$ cat src/rtl/multi_timer.sv
// multi_timer: memory-mapped multi-channel interval timer.
// NUM_CH channels share one prescaler that produces a one-cycle tick every
// CLK_RATE clocks. Each channel has CNT, LIM and CTL registers at
// BASE_ADDR + 16*c (+0, +4, +8; +12 reserved). STATUS sits at
// BASE_ADDR + 16*NUM_CH and holds the READY bits of all channels.
// Ports:
//   clk      - system clock, rising edge
//   rst      - asynchronous active-low reset
//   abus     - byte address from processor (word aligned accesses)
//   dbus_in  - write data
//   wren     - 1 = write at abus, 0 = read
//   dbus_out - combinational read data (0 on writes, unmapped, reset)
//   irq      - registered OR over channels of READY & IE
module multi_timer #(
    parameter logic [31:0] BASE_ADDR = 32'hF0000020,
    parameter int          NUM_CH    = 4,
    parameter int          CNT_W     = 32,
    parameter logic [31:0] CLK_RATE  = 32'd10000
) (
    input  logic        clk,
    input  logic        rst,
    input  logic [31:0] abus,
    input  logic [31:0] dbus_in,
    input  logic        wren,
    output logic [31:0] dbus_out,
    output logic        irq
);

    localparam int              PW      = (CLK_RATE > 32'd1) ? $clog2(CLK_RATE) : 1;
    localparam logic [PW-1:0]   P_LAST  = PW'(CLK_RATE - 32'd1);
    localparam logic [31:0]     CH_SPAN = 32'(16 * NUM_CH);

    // CTL word layout: IE[8], ONESHOT[5], EN[4], OVERRUN[2], READY[0].
    function automatic logic [31:0] ctl_word(input logic ie, input logic os,
                                             input logic en, input logic ovr,
                                             input logic rdy);
        return {23'd0, ie, 2'b00, os, en, 1'b0, ovr, 1'b0, rdy};
    endfunction

    logic [PW-1:0]     pcnt_r;
    logic              tick_s;
    logic [31:0]       off_s;
    logic              hit_s;
    logic              stat_s;
    logic [2:0]        ch_s;
    logic [1:0]        reg_s;

    logic [CNT_W-1:0]  cnt_r [NUM_CH];
    logic [CNT_W-1:0]  cnt_n [NUM_CH];
    logic [CNT_W-1:0]  lim_r [NUM_CH];
    logic [CNT_W-1:0]  lim_n [NUM_CH];
    logic [NUM_CH-1:0] en_r, en_n, os_r, os_n, ie_r, ie_n;
    logic [NUM_CH-1:0] rdy_r, rdy_n, ovr_r, ovr_n;
    logic [NUM_CH-1:0] sel_s, exp_s;
    logic [31:0]       rd_s;
    logic              irq_r;

    assign tick_s = (pcnt_r == P_LAST);

    // Address decode relative to channel 0; misaligned addresses are unmapped.
    assign off_s  = abus - BASE_ADDR;
    assign hit_s  = (off_s < CH_SPAN) && (off_s[1:0] == 2'b00);
    assign stat_s = (off_s == CH_SPAN);
    assign ch_s   = off_s[6:4];
    assign reg_s  = off_s[3:2];

    // Shared prescaler, free-running independent of channel enables.
    always_ff @(posedge clk or negedge rst) begin
        if (!rst) begin
            pcnt_r <= '0;
        end else if (tick_s) begin
            pcnt_r <= '0;
        end else begin
            pcnt_r <= pcnt_r + PW'(1);
        end
    end

    // Per-channel write select and expire detection (from pre-write state).
    always_comb begin
        sel_s = '0;
        exp_s = '0;
        for (int c = 0; c < NUM_CH; c++) begin
            sel_s[c] = wren && hit_s && (ch_s == 3'(c));
            exp_s[c] = tick_s && en_r[c] && (lim_r[c] != '0) &&
                       (cnt_r[c] >= (lim_r[c] - CNT_W'(1)));
        end
    end

    // Next-state per channel. A CNT write beats the tick; an expire beats
    // a concurrent READY clear, and OVERRUN looks at READY before the write.
    always_comb begin
        cnt_n = cnt_r;
        lim_n = lim_r;
        en_n  = en_r;
        os_n  = os_r;
        ie_n  = ie_r;
        rdy_n = rdy_r;
        ovr_n = ovr_r;
        for (int c = 0; c < NUM_CH; c++) begin
            if (sel_s[c] && (reg_s == 2'd0)) begin
                cnt_n[c] = dbus_in[CNT_W-1:0];
            end else if (exp_s[c]) begin
                cnt_n[c] = '0;
            end else if (tick_s && en_r[c]) begin
                cnt_n[c] = cnt_r[c] + CNT_W'(1);
            end else begin
                cnt_n[c] = cnt_r[c];
            end

            if (sel_s[c] && (reg_s == 2'd1)) begin
                lim_n[c] = dbus_in[CNT_W-1:0];
            end else begin
                lim_n[c] = lim_r[c];
            end

            if (sel_s[c] && (reg_s == 2'd2)) begin
                os_n[c] = dbus_in[5];
                ie_n[c] = dbus_in[8];
            end else begin
                os_n[c] = os_r[c];
                ie_n[c] = ie_r[c];
            end

            if (exp_s[c] && os_r[c]) begin
                en_n[c] = 1'b0;
            end else if (sel_s[c] && (reg_s == 2'd2)) begin
                en_n[c] = dbus_in[4];
            end else begin
                en_n[c] = en_r[c];
            end

            if (exp_s[c]) begin
                rdy_n[c] = 1'b1;
            end else if (sel_s[c] && (reg_s == 2'd2) && !dbus_in[0]) begin
                rdy_n[c] = 1'b0;
            end else begin
                rdy_n[c] = rdy_r[c];
            end

            if (exp_s[c] && rdy_r[c]) begin
                ovr_n[c] = 1'b1;
            end else if (sel_s[c] && (reg_s == 2'd2) && !dbus_in[2]) begin
                ovr_n[c] = 1'b0;
            end else begin
                ovr_n[c] = ovr_r[c];
            end
        end
    end

    // Channel state and interrupt registers; irq follows next-state flags.
    always_ff @(posedge clk or negedge rst) begin
        if (!rst) begin
            for (int c = 0; c < NUM_CH; c++) begin
                cnt_r[c] <= '0;
                lim_r[c] <= '0;
            end
            en_r  <= '0;
            os_r  <= '0;
            ie_r  <= '0;
            rdy_r <= '0;
            ovr_r <= '0;
            irq_r <= 1'b0;
        end else begin
            cnt_r <= cnt_n;
            lim_r <= lim_n;
            en_r  <= en_n;
            os_r  <= os_n;
            ie_r  <= ie_n;
            rdy_r <= rdy_n;
            ovr_r <= ovr_n;
            irq_r <= |(rdy_n & ie_n);
        end
    end

    // Read mux: OR of per-channel contributions keeps the decode latch-free.
    always_comb begin
        rd_s = 32'h0;
        if (rst && !wren && hit_s) begin
            for (int c = 0; c < NUM_CH; c++) begin
                case (reg_s)
                    2'd0:    rd_s = rd_s | ((ch_s == 3'(c)) ? 32'(cnt_r[c]) : 32'h0);
                    2'd1:    rd_s = rd_s | ((ch_s == 3'(c)) ? 32'(lim_r[c]) : 32'h0);
                    2'd2:    rd_s = rd_s | ((ch_s == 3'(c)) ?
                                ctl_word(ie_r[c], os_r[c], en_r[c], ovr_r[c], rdy_r[c]) : 32'h0);
                    default: rd_s = rd_s;
                endcase
            end
        end else if (rst && !wren && stat_s) begin
            rd_s = 32'(rdy_r);
        end else begin
            rd_s = 32'h0;
        end
    end

    assign dbus_out = rd_s;
    assign irq      = irq_r;

endmodule

$ cat config.mk
export PLATFORM = sky130hd
export DESIGN_NAME = multi_timer
export DESIGN_NICKNAME = d
export VERILOG_FILES = /design/src/rtl/multi_timer.sv
export SDC_FILE = /design/constraint.sdc
export NUM_CORES = 1
export LEC_CHECK = 0
export ABC_CLOCK_PERIOD_IN_PS = 6600
export CORE_ASPECT_RATIO = 1.4
export CORE_MARGIN = 1.5
export CORE_UTILIZATION = 60
export CTS_CLUSTER_SIZE = 25
export DETAILED_ROUTE_END_ITERATION = 7
export GPL_TIMING_DRIVEN = 0
export PLACE_DENSITY = 0.79
export RECOVER_POWER = 25
export SYNTH_ARGS = -nofsm -noshare
export SYNTH_HDL_FRONTEND = slang
export SYNTH_SLANG_ARGS = --single-unit
export TNS_END_PERCENT = 50
$ cat constraint.sdc
create_clock -name clk -period 6.6 [get_ports clk]
set_input_delay 1.32 -clock clk [delete_from_list [all_inputs] [get_ports clk]]
set_output_delay 1.32 -clock clk [all_outputs]
set_load 0.05 [all_outputs]
* After elaboration in Yosys (flattened, before gate mapping)
Cells that the tools add are included.
** Storage, ports and cells
- Flip-flop bits (word level) :: 291
- Input bits :: 67
- Output and inout bits :: 33
- Word-level logic and storage cells :: 190
** Operators by class
- Add/sub/neg operators :: 10
- Order comparisons :: 5
- Eq/ne operators :: 7
- Muxes and demuxes :: 62
- Bitwise gates (word level) :: 10
- Reduce and logical (&&, ||, !) cells :: 72
** Operators by type and width (count)
- $mux W32 :: 24
- $pmux W32 S3 :: 4
- $or A32 B32 Y32 :: 6
- $add A32 B1 Y32 const B :: 4
- $ge A32 B32 Y1 :: 4
- $reduce_bool A32 Y1 :: 4
- $sub A32 B1 Y32 const B :: 4
- $or A32 B9 Y32 :: 3
- $logic_and A1 B1 Y1 :: 49
- $mux W9 :: 4
- $eq A32 B7 Y1 const B :: 1
- $lt A32 B7 Y1 const B :: 1
- $sub A32 B32 Y32 const B :: 1
- $mux W1 :: 28
- $reduce_bool A2 Y1 :: 8
- $add A14 B1 Y14 const B :: 1
- $eq A14 B14 Y1 const B :: 1
- $mux W14 :: 1
- $reduce_bool A3 Y1 :: 4
- $eq A3 B2 Y1 const B :: 2
- $and A4 B4 Y4 :: 1
- $logic_not A2 Y1 :: 2
- $mux W4 :: 1
- $reduce_or A4 Y1 :: 1
- other kinds (5) :: 7

* Logic depth before layout (Yosys ltp)
Gate-level depths: netlist of run 1.
- Depth in word-level cells :: 14
- Gate-level depth with buffers :: 23
- Gate-level depth less buffers :: 21

* Least setup slack after synthesis of run 1
Ideal clock, no wire load.
- Path kind :: input to output
- Start :: in abus[5]
- End :: out dbus_out[1]
- Arrival :: 5042 ps
- Path slack :: 238 ps
- Stages :: 14
- Buffers on the path :: 3
- Path through :: clkbuf_1 -> inv_1 -> ha_1 -> clkbuf_1 -> and2_1 -> or3_1 -> nor4_1 -> or3_1 -> nor4b_4 -> and3b_1 -> nand2_1 -> or2_2 -> buf_2 -> o21ai_0
** On the way
- Word-level cells in the longest chain between the ends :: 14
- Elaborated cells on any way between the ends :: 36
- Classes of those cells :: 1 x add/sub; 1 x order compare; 4 x eq/ne; 17 x mux; 9 x bitwise; 4 x reduce/logical
** Ends and longest elaborated chain
- start, declared :: RTL line 22 : input logic [31:0] abus,
- $sub A32 B32 Y32 * :: RTL line 61 : assign off_s = abus - BASE_ADDR;
- $logic_not A3 Y1 :: RTL line 181, 182
- $mux W32 (on tied branches) :: RTL line 182, 181
- $pmux W32 S3 :: RTL line 180 : case (reg_s)
- $mux W32 :: RTL line 178 : if (rst && !wren && hit_s) begin
- $or A32 B9 Y32 (tied with other cells) :: RTL line 183 : 2'd2: rd_s = rd_s | ((ch_s == 3'(c)) ?
- $pmux W32 S3 :: RTL line 180
- $mux W32 :: RTL line 178
- $or A32 B9 Y32 (tied with other cells) :: RTL line 183
- $pmux W32 S3 :: RTL line 180
- $mux W32 :: RTL line 178
- $or A32 B9 Y32 (tied with other cells) :: RTL line 183
- $pmux W32 S3 :: RTL line 180
- $mux W32 * :: RTL line 178
- end, declared :: RTL line 25 : output logic [31:0] dbus_out,
Mark *: on every way between the ends. The rest lies on a longest branch, timed or not. The select of a mux whose other input is x is not followed.

* Final worst setup path of run 1
- Start :: in abus[6]
- End :: out dbus_out[6]
Same word-level chain as after synthesis.

==> flow_summary.toml, run 1 <==
[sta]
worstMarginPinSlew_ns = 1.28
slew_viol_final = 0
worst_clk_skew_ns = 0.0391
post-route-worst-setup-slack_ns = 0.0589
final_count_of_hold_timing_violations = 0
post-route-min-period_ns = 6.54
unrepaired_setup_endpoints_after_global_routing = "true"
finalSetupViolations = 0
max-slew-margin-rel = 0.150
layout_worst_path_cycle_share = 0.991
max_freq_mhz = 153

[yosys]
syn_area_um2 = 22000
count_of_flip_flops_with_a_built_in_enable_after_synthesis = 0
syn_nets = 2718
postSynth.asyncResetShare = 1.00
ys_types = 72
post_synth.cell_area_avg_um2 = 8.74
yosys_warnings = 0
synthCells = 2513
synth_sequential_area_ratio = 0.332
yosys_most_used_dff = "dfrtp_1"
synth-seq-cells = 291

[floorplan]
die_height_um = 229
floorplan.initialDensity = 0.612
chipWidth_um = 165
pin_count = 100
std_cell_rows = 82
core_area_um2 = 35900
die-area_um2 = 37800

[placement]
dp.cells = 3070
dp_slack_ns = -0.892
dp_hpwl_um = 57700
gp_congestion = 1.06
place.port_buffers = 93
post_dp_cell_area_um2 = 23500

[clock_network]
cts_inserted_buffers = 31
clock_sink_count = 291
cts_buffer_depth = 3
h_tree_level_count = 1
ctsRootBufferMaster = "clkbuf_16"
hold_buffers = 0
insertion_delay_ns = 0.63
tritoncts = "yes"
clk_transition_reported_paths_ns = 0.07

[flow_run]
max_cap_viol_count = 0

[routing]
total_vias_in_the_final_route = 21500
route.detailed.drc = 0
detailedRoute.firstPassIterationCount = 6
avgRoutedWirePerCell_um = 24.4
drt_iter0_markers = 2365
ant_nets = 0
route.final.wire_length_um = 76200
routed_via_density = 6.87

[global_routing]
globalRouteTotalUtil = 0.405
maximum_number_of_pins_on_one_net_before_global_route_repair = 115
grt_remaining_overflow = 0
number_of_global_route_vias_before_repair = 20700
global_route_wire_length_before_repair_um = 117000
grt_antenna_before_repair = 0

[worst_hold_path]
min-delay-path-class = "flop to flop"
timing.hold.worst_path_depth = 1

[final_layout]
finish.cell_count_without_fillers = 3127
finalCoreUtilization = 0.686
areaGrowthSynthToFinish_pct = 12.1
ratio_of_cells_with_drive_above_1_in_the_final_layout = 0.102
most_common_library_cell_in_the_layout_ignoring_fill_and_taps = "dfrtp_1"
mostFrequentLayoutCells = "dfrtp_1, nor2_1, o21ai_0"
antenna_cells_inserted = 0
finish.net_count = 2846
final_design_area_no_fill_um2 = 24600

[critical_path]
crit_start_category = "input port"
r2r.worst_path.cells = 19
criticalPathCategory = "input port to output port"
cp_max_fo = 10
cp-end-kind = "output port"
timing.critical_path.arrival_ns = 5.22
crit_required_ns = 5.28

[outcome]
status = "complete, no violations"

[power]
p_per_area_nw_per_um2 = 162
cellLeakagePower_uw = 0.0116
max-vdd-ir-drop_uv = 216
design_power_total_uw = 4000
[flip-flops by register name, indices dropped and copies added (netlist names)]
| register | count |
|---|---|
| cnt_r | 128 |
| en_r | 4 |
| ie_r | 4 |
| irq | 1 |
| lim_r | 128 |
| os_r | 4 |
| ovr_r | 4 |
| pcnt_r | 14 |
| rdy_r | 4 |
[final timing paths]
kind                          start          end  slack (ns)
max                         abus[6]  dbus_out[6]        0.06
min                         os_r[2]      en_r[2]        0.49
max reg2reg                lim_r[9]    cnt_r[25]        0.45
min reg2reg                 os_r[2]      en_r[2]        0.49
max in group asynchronous       rst    cnt_r[29]        4.47
min in group asynchronous       rst   lim_r[101]        0.67
[report_power, final]
group          internal, uW  total, uW  switching, uW
clock network          1130       1930            796
registers              1780       1780         0.0212
logic                  85.5        287            201
[per-stage QoR]
stage / hold slack (ns) / TNS [ns]
floorplan: 0.436 / 0
global placement: 0.448 / -2772.78
detailed placement: 0.474 / -19.23
CTS: 0.484 / 0
global route: 0.508 / -0.198
finish: 0.485 / 0
[area by class of cell]
cell class	instances	area, um2
repair buffers	97	932
fillers	2956	11300
plain buffers	123	485
inverters	44	165
multi-input cells	2053	14100
clock inverters	10	170
flip-flops and latches	291	7280
clock buffers	47	936
well taps	462	578
[metal layers]
metal	GRT usage	wire, um
met2	0.631	34300
met1	0.504	28600
met4	0.305	6740
met5	0	0
met3	0.0580	6630
[synth_stat cells (33+ instances only)]
| cell | number | area [um2] |
|---|---|---|
| nor3_1 | 129 | 646 |
| inv_1 | 44 | 165 |
| nand3_1 | 103 | 515 |
| nand2_1 | 165 | 619 |
| nor2_1 | 243 | 912 |
| clkbuf_1 | 81 | 304 |
| o21ai_0 | 169 | 846 |
| xnor2_1 | 103 | 902 |
| a21oi_1 | 138 | 691 |
| and3_1 | 53 | 332 |
| dfrtp_1 | 291 | 7280 |
| mux2_2 | 140 | 1580 |
| mux2i_1 | 116 | 1160 |
| o22ai_1 | 36 | 225 |
| xor2_1 | 55 | 482 |
| nand4_1 | 52 | 325 |
| nor4_1 | 33 | 206 |
| a21o_1 | 78 | 586 |
| ha_1 | 138 | 1730 |
[cell families (layout without fill, tap and decap cells)]
group / count (synthesis) / after routing / share of synthesized area
xor+xnor: 158 / 158 / 0.0630
flops: 291 / 291 / 0.332
buf+inv: 169 / 321 / 0.0298
fa+ha+maj: 138 / 138 / 0.0786
simple gates: 934 / 934 / 0.214
mux: 256 / 256 / 0.125
compound gates: 567 / 567 / 0.159
[critical path, cell delays in order]
cell	delay, ns
clkdlybuf4s50_1	0.51
inv_1	0.06
ha_1	0.30
nor3b_1	0.23
a2bb2oi_1	0.09
nor3_1	0.22
a22o_1	0.20
o2111ai_1	0.20
nor4b_4	0.32
and3b_1	0.22
nand2_1	0.15
or2_2	0.33
buf_2	0.18
buf_2	0.23
nor2_1	0.25
clkdlybuf4s15_2	0.42
[what timing repair did]
action / CTS / global route
pin swaps: 1 / 2
hold endpoints to repair: 0 / 0
setup endpoints to repair: 29 / 35
resized for setup: 80 / 50
setup buffers: 1 / 1
Power figures use the tool's default switching activity.
==> run 2, diff against run 1 <==
Settings changed: SLEW_MARGIN set to 10.
==> run 2 against run 1 <==
The flow now finishes with violations (capacitance limit, slew limit). Clock power about the same. Maximum frequency increased by 1.9%. Clock skew decreased by 0.0088 ns. Register-to-register slack improved by 0.13 ns. Sequential share of layout area about the same. Combinational power about the same. Final cell count increased by 0.13%. First-iteration DRC count increased by 4.4%. Power increased by 0.85%. Setup slack improved by 0.12 ns. Global-route usage increased by 0.099 points. Critical endpoint is now dbus_out[20]. Largest cell class unchanged.
==> flow_summary.toml, run 2 (synthesis results as in run 1) <==
[routing]
detailedRoute.firstPassIterationCount = 5
ant_nets = 0
route.detailed.drc = 0
avgRoutedWirePerCell_um = 24.3
total_vias_in_the_final_route = 21300
drt_iter0_markers = 2468
route.final.wire_length_um = 76000
routed_via_density = 6.81

[critical_path]
r2r_slack_ns = 0.58
r2r.worst_path.cells = 21
crit_start_category = "input port"
reg2reg_to = "cnt_r[106]"
cp_max_fo = 10
criticalPathCategory = "input port to output port"
crit_required_ns = 5.28
crit_start = "abus[6]"
endpoint = "dbus_out[20]"
worstReg2RegStart = "lim_r[100]"
timing.critical_path.arrival_ns = 5.10
cp-end-kind = "output port"

[global_routing]
met3_usage = 0.0512
grt_util_met1 = 0.513
grt_remaining_overflow = 0
grt_antenna_before_repair = 0
globalRouteTotalUtil = 0.406
met2_usage = 0.637
maximum_number_of_pins_on_one_net_before_global_route_repair = 109
global_route_wire_length_before_repair_um = 117000
number_of_global_route_vias_before_repair = 20600
busiest_layer = "met2"

[clock_network]
clock_sink_count = 291
clk_transition_reported_paths_ns = 0.06
ctsRootBufferMaster = "clkbuf_16"
cts_inserted_buffers = 34
tritoncts = "yes"
cts_buffer_depth = 3
insertion_delay_ns = 0.54
h_tree_level_count = 2
hold_buffers = 0

[final_layout]
finish.cell_count_without_fillers = 3131
most_common_library_cell_in_the_layout_ignoring_fill_and_taps = "dfrtp_1"
antenna_cells_inserted = 0
mostFrequentLayoutCells = "dfrtp_1, nor2_1, o21ai_0"
ratio_of_cells_with_drive_above_1_in_the_final_layout = 0.103
reg_top3 = "cnt_r: 128 flops, lim_r: 128 flops, pcnt_r: 14 flops"
areaGrowthSynthToFinish_pct = 12.1
finalCoreUtilization = 0.685
finish.net_count = 2849

[power]
power.net_switching_uw = 998
p_seq_frac = 0.442
combinationalPowerShare = 0.071
design_power_total_uw = 4030
power.share.clock = 0.487
p_per_area_nw_per_um2 = 164
max-vdd-ir-drop_uv = 191
cellLeakagePower_uw = 0.0116
internal_power_uw = 3030
switching_share = 0.248

[sta]
post-route-min-period_ns = 6.42
finalSetupViolations = 0
final_count_of_hold_timing_violations = 0
slew_viol_final = 109
max-slew-margin-rel = -0.904
max_freq_mhz = 156
unrepaired_setup_endpoints_after_global_routing = "true"
whs_ns = 0.488
worst_clk_skew_ns = 0.0303
fin_tns_setup_ns = 0
layout_worst_path_cycle_share = 0.973
worstMarginPinSlew_ns = 2.86

[floorplan]
floorplan.initialDensity = 0.612
die_height_um = 229
chipWidth_um = 165
die-area_um2 = 37800
core_area_um2 = 35900
std_cell_rows = 82
pin_count = 100

[outcome]
violated_checks = "capacitance limit, slew limit"
status = "finished, violations left"

[placement]
place.port_buffers = 93
dp_hpwl_um = 57600
dp.cells = 3070
gp_congestion = 1.06

[flow_run]
max_cap_viol_count = 1

[worst_hold_path]
min-delay-path-class = "flop to flop"
## run 2: changes by cell type in the layout (fill, tap and decap cells not counted), moves of 2 or more
cell and delta:
clkbuf_16 +4, buf_2 +3, bufinv_16 -2, clkbuf_2 +2
dlygate4sd2_1 -2, o22ai_1 +2, o22ai_2 -2
## run 2: worst min-delay path by stage
stage / start / endpoint / slack [ns] / depth (start not counted)
floorplan: os_r[2] / en_r[2] / 0.44 / 1
global placement: os_r[0] / en_r[0] / 0.45 / 1
detailed placement: os_r[0] / en_r[0] / 0.47 / 1
CTS: os_r[2] / en_r[2] / 0.48 / 1
global route: os_r[0] / en_r[0] / 0.50 / 1
finish: os_r[2] / en_r[2] / 0.49 / 1
## run 2: metal layers
metal	vias to the layer above	wire [um]
met5	-	0
met1	10200	29000
met2	1233	34400
met4	0	6470
met3	364	6080
li1	9483	-
## run 2: area by class of cell
class	instances	area, um2
flip-flops and latches	291	7280
plain buffers	123	485
multi-input cells	2053	14100
clock buffers	52	1040
repair buffers	97	896
fillers	2953	11300
inverters	44	165
well taps	462	578
clock inverters	9	105
## run 2: timing repair
item,4_1_cts,5_1_grt
pin swaps,1,1
setup buffers,1,1
gates cloned,0,0
setup endpoints to repair,27,35
resized for setup,78,54
## run 2: power by group through the flow
| stage | Combinational, uW | Sequential [uW] | Clock [uW] |
|---|---|---|---|
| floorplan | 104 | 1820 | 0 |
| global placement | 271 | 1820 | 0 |
| detailed placement | 277 | 1820 | 0 |
| CTS | 278 | 1780 | 1970 |
| global route | 297 | 1780 | 2040 |
| finish | 285 | 1780 | 1960 |
## run 2: worst max-delay path, stage by stage
cell and delay (ns):
clkdlybuf4s50_1 0.51, inv_1 0.06, ha_1 0.30, nor3b_1 0.22, a2bb2oi_1 0.09, nor3_1 0.21
a22o_1 0.19, o2111ai_1 0.19, nor4b_4 0.34, and3b_1 0.21, nand2_1 0.15, or2_2 0.33
buf_2 0.18, buf_2 0.22, o22ai_1 0.26, buf_2 0.31
## run 2: stage by stage
step           area (um2)  worst slack [ns]
3_3_place_gp        23500             -9.57
3_5_place_dp        23500            -0.854
6_report            24600             0.178
2_1_floorplan       22000             0.238
4_1_cts             24700           0.00326
5_1_grt             24600          -0.00753
